**src/rtl/adder_selftest.sv**
```systemverilog
// Exhaustive self-test sequencer for a WIDTH-bit ripple-carry adder with carry-in/out.
// Walks every (a, b, cin) vector, settles, compares against a reference sum and logs failures.
module adder_selftest #(
    parameter int WIDTH  = 4,
    parameter int SETTLE = 2
) (
    input  logic                 clk,
    input  logic                 rst,
    input  logic                 start,
    input  logic                 abort,
    output logic [WIDTH-1:0]     dut_a,
    output logic [WIDTH-1:0]     dut_b,
    output logic                 dut_cin,
    input  logic [WIDTH-1:0]     dut_sum,
    input  logic                 dut_cout,
    output logic                 busy,
    output logic                 done,
    output logic                 pass,
    output logic [2*WIDTH+1:0]   tests,
    output logic [2*WIDTH+1:0]   errors,
    output logic [WIDTH-1:0]     fail_a,
    output logic [WIDTH-1:0]     fail_b,
    output logic                 fail_cin,
    output logic [WIDTH:0]       fail_sum
);

    localparam int VW = 2*WIDTH + 1;
    localparam int CW = 2*WIDTH + 2;
    localparam int SW = (SETTLE > 1) ? $clog2(SETTLE) : 1;
    localparam logic [SW-1:0] SETTLE_LAST = SW'(SETTLE - 1);

    typedef enum logic [1:0] {
        S_IDLE,
        S_WAIT,
        S_CHECK,
        S_DONE
    } state_t;

    state_t          state_q, state_d;
    logic [VW-1:0]   vec_q, vec_d;
    logic [SW-1:0]   cnt_q, cnt_d;
    logic [CW-1:0]   tests_q, tests_d;
    logic [CW-1:0]   errors_q, errors_d;
    logic [WIDTH-1:0] fail_a_q, fail_a_d;
    logic [WIDTH-1:0] fail_b_q, fail_b_d;
    logic            fail_cin_q, fail_cin_d;
    logic [WIDTH:0]  fail_sum_q, fail_sum_d;

    logic [WIDTH:0]  exp_sum;
    logic            mismatch;
    logic            start_ok;

    always_ff @(posedge clk) begin
        if (rst) begin
            state_q    <= S_IDLE;
            vec_q      <= '0;
            cnt_q      <= '0;
            tests_q    <= '0;
            errors_q   <= '0;
            fail_a_q   <= '0;
            fail_b_q   <= '0;
            fail_cin_q <= 1'b0;
            fail_sum_q <= '0;
        end else begin
            state_q    <= state_d;
            vec_q      <= vec_d;
            cnt_q      <= cnt_d;
            tests_q    <= tests_d;
            errors_q   <= errors_d;
            fail_a_q   <= fail_a_d;
            fail_b_q   <= fail_b_d;
            fail_cin_q <= fail_cin_d;
            fail_sum_q <= fail_sum_d;
        end
    end

    always_comb begin
        state_d = state_q;
        case (state_q)
            S_IDLE:  if (start) state_d = S_WAIT;
            S_WAIT: begin
                if (abort)                    state_d = S_IDLE;
                else if (cnt_q == SETTLE_LAST) state_d = S_CHECK;
            end
            S_CHECK: begin
                if (abort)         state_d = S_IDLE;
                else if (&vec_q)   state_d = S_DONE;
                else               state_d = S_WAIT;
            end
            S_DONE:  if (start) state_d = S_WAIT;
            default: state_d = S_IDLE;
        endcase
    end

    // Case-inequality so X/Z from the adder under test is scored as a mismatch.
    always_comb begin
        exp_sum  = (WIDTH+1)'(vec_q[WIDTH-1:0]) + (WIDTH+1)'(vec_q[2*WIDTH-1:WIDTH])
                 + (WIDTH+1)'(vec_q[2*WIDTH]);
        mismatch = ({dut_cout, dut_sum} !== exp_sum);
        start_ok = start && ((state_q == S_IDLE) || (state_q == S_DONE));
    end

    always_comb begin
        vec_d      = vec_q;
        cnt_d      = cnt_q;
        tests_d    = tests_q;
        errors_d   = errors_q;
        fail_a_d   = fail_a_q;
        fail_b_d   = fail_b_q;
        fail_cin_d = fail_cin_q;
        fail_sum_d = fail_sum_q;
        if (start_ok) begin
            vec_d      = '0;
            cnt_d      = '0;
            tests_d    = '0;
            errors_d   = '0;
            fail_a_d   = '0;
            fail_b_d   = '0;
            fail_cin_d = 1'b0;
            fail_sum_d = '0;
        end else if (state_q == S_WAIT && !abort) begin
            cnt_d = (cnt_q == SETTLE_LAST) ? '0 : cnt_q + 1'b1;
        end else if (state_q == S_CHECK && !abort) begin
            tests_d = tests_q + 1'b1;
            if (mismatch) begin
                errors_d = errors_q + 1'b1;
                if (errors_q == '0) begin
                    fail_a_d   = vec_q[WIDTH-1:0];
                    fail_b_d   = vec_q[2*WIDTH-1:WIDTH];
                    fail_cin_d = vec_q[2*WIDTH];
                    fail_sum_d = {dut_cout, dut_sum};
                end
            end
            if (!(&vec_q)) begin
                vec_d = vec_q + 1'b1;
                cnt_d = '0;
            end
        end
    end

    always_comb begin
        busy     = (state_q == S_WAIT) || (state_q == S_CHECK);
        done     = (state_q == S_DONE);
        pass     = (state_q == S_DONE) && (errors_q == '0);
        dut_a    = vec_q[WIDTH-1:0];
        dut_b    = vec_q[2*WIDTH-1:WIDTH];
        dut_cin  = vec_q[2*WIDTH];
        tests    = tests_q;
        errors   = errors_q;
        fail_a   = fail_a_q;
        fail_b   = fail_b_q;
        fail_cin = fail_cin_q;
        fail_sum = fail_sum_q;
    end

endmodule

```
**config.mk**
```make
export PLATFORM = sky130hd
export DESIGN_NAME = adder_selftest
export DESIGN_NICKNAME = d
export VERILOG_FILES = /design/src/rtl/adder_selftest.sv
export SDC_FILE = /design/constraint.sdc
export NUM_CORES = 1
export LEC_CHECK = 0
export CORE_ASPECT_RATIO = 0.9
export CORE_MARGIN = 3
export CORE_UTILIZATION = 23
export DETAILED_ROUTE_END_ITERATION = 6
export GPL_TIMING_DRIVEN = 0
export PLACE_DENSITY = 0.49
export SYNTH_ARGS = -nofsm -noshare
export SYNTH_HDL_FRONTEND = slang
export SYNTH_SLANG_ARGS = --single-unit
```
**constraint.sdc**
```tcl
create_clock -name clk -period 3.65 [get_ports clk]
set_clock_uncertainty 0.2 [all_clocks]
set_input_delay 0.73 -clock clk [delete_from_list [all_inputs] [get_ports clk]]
set_output_delay 0.73 -clock clk [all_outputs]
set_load 0.03 [all_outputs]
```
# [Word level (Yosys, flattened, before mapping)]
# Cells that the tools add are included.
# W data, S select, Z words.
[totals] latchBits=0 inputBits=9 rom_bits=0 mem_bits_rw=0 elab_cells=53 ff_bits=46 memories=0
[op_classes] n_eq_ne=7 bitwise=2 magnitude_cmp=0 div_mod_pow=0 multipliers=0 n_addsub=6 shift=0 n_mux=10 n_reduce_logical=19
[op_table] operator="$add A10 B1 Y10 const B" n=2
[op_table] operator="$logic_not A10 Y1" n=1
[op_table] operator="$mux W2" n=5
[op_table] operator="$add A9 B1 Y9 const B" n=1
[op_table] operator="$reduce_and A9 Y1" n=1
[op_table] operator="$pmux W2 S3" n=1
[op_table] operator="$reduce_and A2 Y1" n=3
[op_table] operator="$reduce_and A3 Y1" n=2
[op_table] operator="$add A4 B4 Y5" n=1
[op_table] operator="$add A5 B1 Y5" n=1
[op_table] operator="$nex A5 B5 Y1" n=1
[op_table] operator="$eq A2 B2 Y1 const B" n=2
[op_table] operator="$logic_and A1 B1 Y1" n=4
[op_table] operator="$mux W1" n=4
[op_table] operator="$ne A2 B1 Y1 const B" n=2
[op_table] operator="$reduce_and A4 Y1" n=1
[op_table] operator="$reduce_or A2 Y1" n=2
[op_table] operator="$ne A3 B3 Y1 const B" n=1
[op_table] operator="$eq A2 B1 Y1 const B" n=1
[op_table] operator="$logic_not A2 Y1" n=1
[op_table] operator="$logic_or A1 B1 Y1" n=2
[op_table] operator="$not A1 Y1" n=2
[op_table] operator="$reduce_bool A2 Y1" n=1
[op_table] operator="$add A1 B1 Y1 const B" n=1
[op_table] operator="$logic_not A1 Y1" n=1

# [Logic depth before layout (Yosys ltp)]
# Gate-level depths: netlist of the first run.
[depth] word_depth=4 ltp_mapped=11

# [Worst setup path after synthesis of the first run]
# No wires, ideal clock.
[synth_timing] kind="register -> register" from="register vec_q[0]" to="register fail_a_q[3], in the netlist fail_a[3]" setup_ns=0.128 synth_period_minus_slack_ns=3.099 path_slack_ns=0.551 t_arrival_ns=2.771 stages_incl_launch_ff=12 t_required_ns=3.322 n_path_buf=1 path_cell_list="dfxtp_1 -> inv_1 -> fa_1 -> inv_1 -> fa_1 -> xor2_1 -> nor2_1 -> nand4b_2 -> o211ai_2 -> buf_8 -> mux2i_1 -> nor2_1"
[synth_between] elab_chain_cells=4
[synth_rtl] item="start, declared" line="40" source="logic [VW-1:0] vec_q, vec_d;"
[synth_rtl] item="start signal, assigned" line="66" source="vec_q <= vec_d;"
[synth_rtl] item="$add A4 B4 Y5" line="97" source="exp_sum = (WIDTH+1)'(vec_q[WIDTH-1:0]) + (WIDTH+1)'(vec_q[2*WIDTH-1:WIDTH])"
[synth_rtl] item="$add A5 B1 Y5" line="98" source="+ (WIDTH+1)'(vec_q[2*WIDTH]);"
[synth_rtl] item="$nex A5 B5 Y1" line="99" source="mismatch = ({dut_cout, dut_sum} !== exp_sum);"
[synth_rtl] item="$reduce_and A4 Y1 (no source line)"
[synth_rtl] item="end signal, assigned" line="70" source="fail_a_q <= fail_a_d;"
[synth_rtl] item="end, declared" line="44" source="logic [WIDTH-1:0] fail_a_q, fail_a_d;"
# No other way between the ends.
# A chain may end at the register's enable or synchronous reset.

# [Worst setup path in the final report of the first run]
[layout_timing] from="register vec_q[0]" to="register fail_b_q[3], in the netlist fail_b[3]"
[layout_between] elab_chain_cells=4
[layout_rtl] item="$add A4 B4 Y5" line="97"
[layout_rtl] item="$add A5 B1 Y5" line="98"
[layout_rtl] item="$nex A5 B5 Y1" line="99"
[layout_rtl] item="$reduce_and A4 Y1 (no source line)"
[layout_rtl] item="end signal, assigned" line="71" source="fail_b_q <= fail_b_d;"
[layout_rtl] item="end, declared" line="45" source="logic [WIDTH-1:0] fail_b_q, fail_b_d;"
# No other way between the ends.

==> results of run 1 <==
power by group:
| part | internal (mW) | switching, mW |
|---|---|---|
| Combinational | 0.0766 | 0.115 |
| Clock | 0.153 | 0.174 |
| Sequential | 0.511 | 0.0113 |
| Total | 0.741 | 0.300 |
synthesized netlist by cell type, drive strengths merged (4+ instances only):
cell,number
xor2,15
dfxtp,46
inv,10
xnor2,8
nand4,5
nand2,9
and3,5
clkbuf,4
mux2i,19
ha,12
or3,5
nor2,40
o21ai,8
nand3,10
a21oi,13
how the worst min path moves through the flow:
stage	startpoint	to	slack [ps]
after global placement	cnt_q	cnt_q	270
after CTS	cnt_q	cnt_q	300
after global routing	cnt_q	cnt_q	310
after detailed placement	cnt_q	cnt_q	280
final	cnt_q	cnt_q	300
after floorplan	cnt_q	cnt_q	260
per-layer routing:
metal,routed length (µm),part of all wire
met1,2740,0.50
met2,2480,0.45
met3,208,0.038
met4,44,0.0081
met5,0,0
cell usage in the layout, fill, tap and decap left out, drive strengths merged, types with 2 or more instances in the layout:
cell	n
ha	12
clkbuf	11
dfxtp	46
or3	5
xnor2	8
nand2	9
o21a	2
o21ai	8
and3	5
nor2	40
o211ai	2
and4	3
a21oi	13
nand4	5
nor4	3
mux2i	19
clkdlybuf4s50	54
inv	10
nand2b	2
xor2	15
nand3b	2
a21o	2
or4	2
nand3	10
fa	2
kinds of logic after synthesis:
group           after synthesis  share of synthesized area
flops                        46                      0.408
simple gates                 91                      0.213
compound gates               30                     0.0847
buf+inv                      15                     0.0343
fa+ha+maj                    14                     0.0842
mux                          19                     0.0842
xor+xnor                     23                     0.0925
sequential cells by signal, indices dropped and copies added, names as in the netlist:
signal,flops
cnt_q,1
errors,10
fail_a,4
fail_b,4
fail_cin,1
fail_sum,5
state_q,2
tests,10
vec_q,9
final cells by class:
type	instances	area (µm²)
inverters	10	37.5
well taps	122	153
plain buffers	5	40.0
fillers	1002	6290
repair buffers	54	541
flip-flops and latches	46	921
clock buffers	7	86.3
clock inverters	1	5.00
multi-input cells	177	1260
worst min-delay path, delay by kind of cell (launching register included):
kind               cells  cell delay [ps]
DFF                    1              320
AOI/OAI and AO/OA      2              130
metrics by stage:
step	instance area, µm²	hold slack (ps)
global route	3040	310
floorplan	2260	264
CTS	3040	298
global placement	2950	273
detailed placement	2950	282
finish	3040	295
==> impl_metrics.yaml, run 1 <==
sta:
  fin_setup_tns_ps: 0
  rsz0062_at_grt: "no"
  fmax_ghz: 0.311
  tightest_slew_ps: 587
  setup_ws_ps: 431
  period_needed_ps: 3220
  report.final.hold_viol_count: 0
  setup_viol: 0
  maxSlewViolCount: 0
  fin_crit_sh: 0.882
  max_slew_margin: 0.607
cells_and_area:
  fin_util: 0.326
  final_nets: 322
  area_delta_synth_final_pct: 34.7
  layout-drive-gt1-share: 0.0667
  finalNonFillerCells: 422
  num_antenna_cells: 0
drt:
  drtIter0Drc: 43
  vias_per_cell: 4.36
  drc: 0
  postRouteAntennaNets: 0
  wl_per_cell_um: 12.9
  routed_wl_um: 5460
  first_pass_iters: 4
  via_count: 1839
global_route:
  grt_max_degree: 14
  use_met2: 0.161
  grt_use_met3: 0.0241
  grt-busiest-layer: "met2"
  antenna_found_initial: 0
  overflow: 0
  grt_usage: 0.0995
  grt_pass1_wl_um: 8910
  grt_pass1_vias: 1755
  grt_use_met1: 0.134
synth:
  ys_seq_area_frac: 0.408
  netlist_area_um2: 2260
  synth_top_area_frac: 0.408
  synth-warning-count: 0
  synth_area_per_cell_um2: 9.49
  ys_seq_elements: 46
  syn-num-nets: 261
  synthFlopType: "dfxtp_1"
  synth_area_leaders: "dfxtp_1 41%, mux2i_1 8.4%, ha_1 6.6%"
  yosysTopAreaCell: "dfxtp_1"
  yosys.cell_types.count: 41
  synth-edff-count: 0
  synthArstFlopShare: 0
  synthCells: 238
worst_setup_path:
  r2r_setup_slack_ps: 430
  critPathSlowestCell: "dfxtp_1"
  crit_arrival_ps: 3190
  crit_end: "fail_b[3]"
  crit_family: "adder cells"
  slowest_delay_ps: 450
  crit_required_ps: 3630
  critPathBufInv: 3
  cp_cell_sequence: "inv_1 > fa_1 > inv_1 > fa_1 > xor2_1 > nor2_1 > nand4b_2 > o211ai_2 > buf_8 > mux2i_1 > nor2_1"
  cp.depth: 11
  path_class: "reg -> reg"
  r2r_cells: 11
  r2r-end: "fail_b[3]"
  cp-startpoint: "vec_q[0]"
  cp-start-kind: "flop"
  timing.rr.start: "vec_q[0]"
  cp_max_fo: 10
  cp-end-kind: "flop"
floorplan:
  die_x_um: 110
  core_area_um2: 9330
  die_h_um: 100
  start_util: 0.242
  rows: 33
  ios: 55
  die_area_um2: 11100
clocking:
  root_buffer: "clkbuf_8"
  postCtsSetupBuffers: 0
  clk_latency_ps: 300
  clkTransAtPathRegs_ps: 90
  cts_tree: "done"
  cts_buffer_depth: 2
  clock_sinks: 46
  cts_resized: 0
  hold_buffers: 0
  cts_made_buffers: 5
  h-tree-depth: 2
run_status:
  status: "finished clean"
worst_hold_path:
  min_path_type: "reg -> reg"
  worstHoldPathCells: 2
placement:
  dp.cells: 414
  io_buffers: 54
  pre_cts_ws_ps: 387
  gp_congestion: 0.759
  post-dp-hpwl_um: 4170
run:
  maxCapViolCount: 0
power:
  power_density_nw_per_um2: 342
  power_mw: 1.04
  leakage_nw: 1.20
  vdd_drop_max_mv: 0.148
Power figures use the tool's default switching activity.
==> run 2: changes to the inputs <==
GPL_TIMING_DRIVEN = not set   (was 0)
==> impl_metrics.yaml, run 2 (synthesized netlist as in run 1, its figures left out) <==
cells_and_area:
  final_nets: 319
  area_delta_synth_final_pct: 34.3
  post-route-cell-area_um2: 3030
  layout-drive-gt1-share: 0.0640
  num_antenna_cells: 0
  seq_area_um2: 921
  finalNonFillerCells: 419
  layout_common_cells: "54 x clkdlybuf4s50_1, 46 x dfxtp_1, 39 x nor2_1"
  final.fill_count: 1016
  final_common_cell: "clkdlybuf4s50_1"
  multi_input_area_um2: 1260
floorplan:
  die_h_um: 100
  die_area_um2: 11100
  ios: 55
  core_area_um2: 9330
  die_x_um: 110
  rows: 33
  start_util: 0.242
worst_setup_path:
  critPathSlowestCell: "clkdlybuf4s50_1"
  cp_max_fo: 7
  cp.depth: 5
  crit_required_ps: 2720
  crit_arrival_ps: 2250
  cp-end-kind: "primary output"
  cp-start-kind: "flop"
  path_class: "reg -> out"
  cp_cell_sequence: "nor4_1 > nand3b_1 > nor4_2 > and2_1 > clkdlybuf4s50_1"
  critPathBufInv: 1
  slowest_delay_ps: 660
  r2r_cells: 11
  crit_family: "simple AND/OR/NAND/NOR gates"
run:
  maxCapViolCount: 0
placement:
  postPlaceCellArea_um2: 2930
  post-dp-hpwl_um: 3990
  dp.cells: 411
  gp_congestion: 0.734
  io_buffers: 54
global_route:
  grt_usage: 0.100
  antenna_found_initial: 0
  grt_pass1_vias: 1821
  grt_max_degree: 43
  grt_pass1_wl_um: 9140
  overflow: 0
sta:
  fin_crit_sh: 0.872
  setup_viol: 0
  maxSlewViolCount: 0
  tightest_slew_ps: 799
  max_slew_margin: 0.468
  report.final.hold_viol_count: 0
  fmax_ghz: 0.314
  period_needed_ps: 3180
  rsz0062_at_grt: "no"
  fin_setup_tns_ps: 0
clocking:
  clkTransAtPathRegs_ps: 90
  cts_tree: "done"
  postCtsSetupBuffers: 0
  cts_made_buffers: 5
  root_buffer: "clkbuf_8"
  cts_buffer_depth: 2
  cts_resized: 0
  hold_buffers: 0
  h-tree-depth: 2
  clock_sinks: 46
  clk_latency_ps: 300
worst_hold_path:
  min_path_type: "reg -> reg"
  worstHoldPathCells: 2
drt:
  drc: 0
  top_layer: "met4"
  vias_per_cell: 4.37
  wl_per_cell_um: 12.7
  routed_wl_um: 5340
  wl_met1_um: 2660
  drtIter0Drc: 38
  met3WireLength_um: 178
  postRouteAntennaNets: 0
  first_pass_iters: 4
  via_count: 1829
  met2_length_um: 2480
power:
  power_frac_clock: 0.347
  power_density_nw_per_um2: 354
  power_frac_comb: 0.166
  leakage_nw: 1.19
  seq_power_share: 0.487
  p_sw_frac: 0.269
  intPower_mw: 0.785
  p_sw_mw: 0.289
  vdd_drop_max_mv: 0.139
run_status:
  status: "finished clean"
[run 2: changes by cell type in the layout (fill, tap and decap cells not counted), sizes merged]
cell    change
clkbuf      -4
bufinv      +1
buf         +1
clkinv      -1
[run 2: layout make-up]
class | instances | share of cell area
Multi-Input combinational cell | 177 | 0.416
Sequential cell | 46 | 0.304
Tap cell | 122 | 0.0503
Clock inverter | 1 | 0.00990
Clock buffer | 7 | 0.0252
Timing Repair Buffer | 56 | 0.183
Inverter | 10 | 0.0124
[run 2: power by group through the flow]
| stage | sequential, mW | clock, mW | combinational [mW] |
|---|---|---|---|
| finish | 0.523 | 0.373 | 0.178 |
| global route | 0.526 | 0.415 | 0.200 |
| CTS | 0.523 | 0.395 | 0.184 |
| detailed placement | 0.535 | 0 | 0.184 |
| global placement | 0.534 | 0 | 0.182 |
| floorplan | 0.535 | 0 | 0.131 |
[run 2: worst reg2reg max path: cells and delay by family (launching register included)]
| family | cells | cell delay [ps] |
|---|---|---|
| xor+xnor | 1 | 150 |
| mux | 1 | 220 |
| buf+inv | 3 | 470 |
| simple gates | 3 | 360 |
| fa+ha+maj | 2 | 860 |
| flops | 1 | 470 |
| compound gates | 1 | 170 |
[run 2: path summary, 6_finish.rpt]
kind	start	endpoint	slack (ps)
worst max-delay path	errors[5]	pass	470
worst min-delay path	cnt_q	cnt_q	290
worst max register to register	vec_q[0]	fail_b[3]	610
worst min register to register	cnt_q	cnt_q	290
[run 2: layer usage]
layer / GRT usage / vias to the layer above
met3: 0.0241 / 2
met4: 0.0256 / 0
met1: 0.134 / 853
met5: 0 / -
met2: 0.163 / 33
li1: - / 941
[run 2: stage by stage]
| step | worst slack (ps) | hold slack [ps] | utilization | total power, mW |
|---|---|---|---|---|
| 2_1_floorplan | 551 | 264 | - | 0.666 |
| 3_3_place_gp | 608 | 275 | 0.314 | 0.716 |
| 3_5_place_dp | 574 | 282 | 0.314 | 0.719 |
| 4_1_cts | 401 | 294 | 0.325 | 1.10 |
| 5_1_grt | 297 | 327 | 0.325 | 1.14 |
| 6_report | 468 | 288 | 0.325 | 1.07 |
